===== src/rtl/rf_wb_arbiter.sv =====
// rf_wb_arbiter: round-robin share of the register file write port
// between ALU and load writeback, with a pending-write scoreboard.
module rf_wb_arbiter #(
  parameter logic PRIO_INIT = 1'b0,
  parameter logic SB_EN     = 1'b1
) (
  input  logic        clk,
  input  logic        rst,
  input  logic        a_valid,
  input  logic [4:0]  a_rd,
  input  logic [31:0] a_data,
  output logic        a_ready,
  input  logic        b_valid,
  input  logic [4:0]  b_rd,
  input  logic [31:0] b_data,
  output logic        b_ready,
  input  logic        rsv_valid,
  input  logic [4:0]  rsv_rd,
  input  logic [4:0]  q_rs,
  input  logic [4:0]  q_rt,
  output logic        stall,
  output logic [31:0] busy_mask,
  output logic        rf_we,
  output logic [4:0]  rf_rd,
  output logic [31:0] rf_wdata
);

  logic        prio;
  logic [31:0] busy_q;
  logic [31:0] set_vec;
  logic [31:0] clr_vec;
  logic [31:0] busy_d;
  logic [4:0]  sel_rd;
  logic [31:0] sel_data;

  // grant: single requester wins outright, contention goes to prio holder
  always_comb begin
    a_ready = 1'b0;
    b_ready = 1'b0;
    if (!rst) begin
      a_ready = a_valid & (!b_valid | !prio);
      b_ready = b_valid & (!a_valid | prio);
    end
  end

  // winner's write bundle feeding the output stage
  always_comb begin
    sel_rd   = b_rd;
    sel_data = b_data;
    if (a_ready) begin
      sel_rd   = a_rd;
      sel_data = a_data;
    end
  end

  // priority pointer moves to the loser after every grant
  always_ff @(posedge clk) begin
    if (rst) begin
      prio <= PRIO_INIT;
    end else if (a_ready) begin
      prio <= 1'b1;
    end else if (b_ready) begin
      prio <= 1'b0;
    end
  end

  // registered write port; x0 writes are swallowed here
  always_ff @(posedge clk) begin
    if (rst) begin
      rf_we    <= 1'b0;
      rf_rd    <= 5'd0;
      rf_wdata <= 32'd0;
    end else if (a_ready | b_ready) begin
      rf_we    <= (sel_rd != 5'd0);
      rf_rd    <= sel_rd;
      rf_wdata <= sel_data;
    end else begin
      rf_we    <= 1'b0;
    end
  end

  // scoreboard next state: commit clears, reserve sets, set wins
  always_comb begin
    set_vec = 32'd0;
    clr_vec = 32'd0;
    if (rsv_valid) begin
      set_vec[rsv_rd] = 1'b1;
    end
    if (rf_we) begin
      clr_vec[rf_rd] = 1'b1;
    end
    busy_d    = (busy_q & ~clr_vec) | set_vec;
    busy_d[0] = 1'b0;
  end

  // scoreboard register
  always_ff @(posedge clk) begin
    if (rst) begin
      busy_q <= 32'd0;
    end else begin
      busy_q <= busy_d;
    end
  end

  // hazard query against current mask, no same-cycle commit bypass
  always_comb begin
    busy_mask = SB_EN ? busy_q : 32'd0;
    stall     = busy_mask[q_rs] | busy_mask[q_rt];
  end

endmodule

===== config.mk =====
export PLATFORM = sky130hd
export DESIGN_NAME = rf_wb_arbiter
export DESIGN_NICKNAME = d
export VERILOG_FILES = /design/src/rtl/rf_wb_arbiter.sv
export SDC_FILE = /design/constraint.sdc
export NUM_CORES = 1
export LEC_CHECK = 0
export CAP_MARGIN = 0
export CORE_MARGIN = 4
export CORE_UTILIZATION = 45
export CTS_CLUSTER_DIAMETER = 50
export DETAILED_ROUTE_END_ITERATION = 8
export GPL_ROUTABILITY_DRIVEN = 0
export PLACE_DENSITY = 0.87
export SYNTH_ARGS = -nofsm -noshare
export SYNTH_HDL_FRONTEND = slang
export SYNTH_SLANG_ARGS = --single-unit

===== constraint.sdc =====
create_clock -name clk -period 3.4 [get_ports clk]
set_input_delay 0.51 -clock clk [delete_from_list [all_inputs] [get_ports clk]]
set_output_delay 0.51 -clock clk [all_outputs]
set_load 0.005 [all_outputs]

==> results.md <==
| Quantity | Value | Unit |
|---|---|---|
| Share of synthesized area spent on multiplexers | 0.216 | - |
| Setup violation total in the final timing report | 0 | - |
| Number of standard-cell rows in the floorplan | 32 | - |
| Final routed DRC violation total | 0 | - |
| Final sum of negative setup slack | 0 | ns |
| Tightest hold margin | 0.498 | ns |
| Nature of the critical path startpoint | input pin | - |
| Number of I/O port buffers | 165 | - |
| Final slew viol count | 0 | - |
| Delay contributed by the slowest stage of the critical path | 0.65 | ns |
| Final HPWL from detailed placement | 8.63 | mm |
| Number of antenna violations at the first check in global routing | 0 | - |
| Average cell area after synthesis | 9.06 | sq um |
| Ratio of cells with drive above 1 in the final layout | 0.0710 | - |
| Initial DRC Count | 180 | - |
| Setup repair after global routing missed its margin | no | - |
| Clock tree from TritonCTS | done | - |
| Cell variety after synth | 34 | - |
| Total Die Area | 9420 | sq um |
| Result of the run | complete, no violations | - |
| Clk sink count | 70 | - |
| Global-route usage over all layers | 0.235 | - |
| Cell at the root of the clock tree | clkbuf_8 | - |
| Cell area after placement | 5260 | sq um |
| Xor and xnor fraction of the mapped netlist area | 0 | - |
| Mapped Area | 3570 | sq um |
| Min-delay worst type | reg -> reg | - |
| Post CTS Setup Buffer Count | 0 | - |
| Overflow after GRT | 0 | - |
| Initial core utilization | 0.462 | - |
| First-pass GRT wire length | 18.0 | mm |
| Mean number of vias per cell | 5.69 | - |
| Top cell type by total area after synthesis | dfxtp_1 | - |
| Crit share post-route | 0.962 | - |
| Final hold violation count | 0 | - |
| Number of hold buffers added after cts | 0 | - |
| Worst Setup End Kind | primary output | - |
| Area of the core region | 7730 | sq um |
| Cell with the most instances on the worst path | clkdlybuf4s50_1 | - |
| Highest achievable clock rate | 306 | MHz |
| Antenna diode count | 0 | - |
| Via count of the routed design | 3705 | - |
| DRT Pass-1 Iters | 5 | - |
| Post-layout worst setup margin | 0.130 | ns |
| Min Clock Period, post-route | 3.27 | ns |
| Dominant cells by area after synthesis | dfxtp_1, mux2i_1, a211oi_1, mux4_2, a21oi_1 | - |
| Share of the yosys chip area belonging to registers | 0.393 | - |
| Bufs on Longest Clock Path | 2 | - |
| Total wire length | 11.3 | mm |
| Worst slack, placed | 0.137 | ns |
| Final cell area excluding filler cells | 5460 | sq um |
| Yosys Warn Count | 0 | - |
| Data arrival time at the worst-slack endpoint | 2.76 | ns |
| Count of boundary I/O pins | 167 | - |
| Net count after synthesis | 488 | - |
| Total buffers and inverters traversed by the critical path | 2 | - |
| Dominant combinational cell family by area after synthesis | multiplexers | - |
| Maximum number of pins on one net before global-route repair | 64 | - |
| Worst Tran Pin Value | 0.901 | ns |
| Headroom to the max-slew limit | 0.398 | - |
| Crit-path max FO | 7 | - |
| CTS buffer count | 9 | - |
| Leakage | 1.94 | nW |
| Area share of the leading cell type in the synthesized netlist | 0.393 | - |
| Routed WL per cell | 17.4 | um |
| Critical Path Slowest Stage Cell | clkdlybuf4s50_1 | - |
| Power density over the cells | 363 | nW/um^2 |
| Largest vdd supply drop | 0.236 | mV |
| Maximum level of the CTS H-tree | 3 | - |
| Clock slew at the register clock pins of the worst setup and hold paths | 0.07 | ns |
| Clock latency of the later-clocked register in the worst-skew pair | 0.34 | ns |
| Series of cell instances along the critical path | clkdlybuf4s50_1, mux4_1, mux2_2, a31oi_1, o211ai_1, clkdlybuf4s50_1 | - |
| Synthesized flop and latch total | 70 | - |
| Net total in the final layout | 638 | - |
| Required time of the critical path | 2.89 | ns |
| Adder and majority cell fraction of the synthesized area | 0 | - |
| Total of cells resized after clock tree synthesis | 0 | - |
| DIE HEIGHT | 97.1 | um |
| Mapped Cells | 394 | - |
| Antenna Violating Nets Remaining | 0 | - |
| Via count of the first global-routing pass | 3627 | - |
| Max cap viols | 0 | - |
| Top cell family by delay on the critical path | buffers and inverters | - |
| Post-Synth Simple-Gate Area | 0.150 | - |
| Compound-cell area share of the yosys netlist | 0.195 | - |
| Area growth from synthesis to layout | 52.9 | % |
| Horizontal die dimension | 97.1 | um |
| Setup Skew | 0.00471 | ns |
| Core utilization of the finished layout | 0.706 | - |
| Worst Setup Path Type | in -> out | - |
[power breakdown]
part / total, W / switching (W) / internal (W)
clock: 0.000678 / 0.000302 / 0.000375
sequential: 0.000896 / 0.0000342 / 0.000862
combinational: 0.000406 / 0.000163 / 0.000243
total: 0.00198 / 0.000500 / 0.00148
[per-layer routing]
metal,vias up,wire length (um),track usage,share of wire
met3,22,1300,0.0747,0.11
met1,1703,4300,0.269,0.38
li1,1747,-,-,-
met5,-,0,0,0
met2,233,5480,0.409,0.48
met4,0,262,0.0896,0.023
[registers in the layout, summed over array words and instances (netlist names)]
signal,cells
rf_we,1
rf_rd,5
prio,1
rf_wdata,32
busy_mask,31
[cell type report]
type | instances | area, sq um
fill | 568 | 2270
clock inverter | 4 | 45.0
sequential | 70 | 1400
timing repair buffer | 171 | 1700
inverter | 3 | 11.3
clock buffer | 12 | 155
tap | 102 | 128
multi-input combinational | 289 | 2010
[worst min-delay path, stage by stage, from the launching register on]
cell and delay (ns):
dfxtp_1 0.31, nor2_1 0.09, a211oi_1 0.05
[logic make-up (layout without fill, tap and decap cells)]
family / Yosys count / after routing
AO/OA/AOI/OAI: 113 / 113
buffers and inverters: 35 / 190
flip-flops: 70 / 70
multiplexers: 59 / 59
other: 1 / 1
AND/OR/NAND/NOR: 116 / 116
[cell usage after synthesis (all sizes together)]
cell type,instances
nand2b,1
nand3b,6
nand3,4
mux4,13
inv,3
or3,1
and3,2
conb,1
mux2,3
mux2i,43
o31a,1
nor2,47
o311a,1
nand2,39
nor2b,1
nor3,2
dfxtp,70
a21oi,36
a211oi,38
and3b,4
o21ai,31
nor3b,6
clkbuf,14
buf,18
a31oi,1
or3b,2
or4,1
o211ai,5
[final timing paths]
path                              from                         to  slack [ns]  cells after the start
max                            q_rt[0]                      stall        0.13                      6
max reg2reg          prio$_SDFFE_PP0P_           rf_we$_SDFF_PP0_        1.76                      4
min reg2reg  rf_wdata[29]$_SDFFE_PP0P_  rf_wdata[29]$_SDFFE_PP0P_        0.50                      2
min          rf_wdata[29]$_SDFFE_PP0P_  rf_wdata[29]$_SDFFE_PP0P_        0.50                      2
[placed cells by master (no fill, tap or decap), types with 2 or more instances in the layout]
master / count
clkbuf_8: 11
nor2_1: 46
dfxtp_1: 70
mux2i_1: 43
nand3_1: 4
a211oi_1: 37
o211ai_1: 5
and3_1: 2
clkdlybuf4s50_1: 164
mux4_1: 4
clkinv_2: 3
nor3_1: 2
o21ai_0: 31
nand3b_1: 6
buf_4: 5
and3b_1: 4
inv_1: 2
a21oi_1: 36
mux4_2: 9
nor3b_1: 6
or3b_2: 2
mux2_2: 3
nand2_1: 39
[per-stage QoR]
stage	cells	total power (W)
2_1_floorplan	394	0.00108
3_3_place_gp	635	0.00131
3_5_place_dp	635	0.00132
4_1_cts	651	0.00199
5_1_grt	651	0.00205
6_report	651	0.00198
No activity file was read; power rests on OpenSTA's default activity.
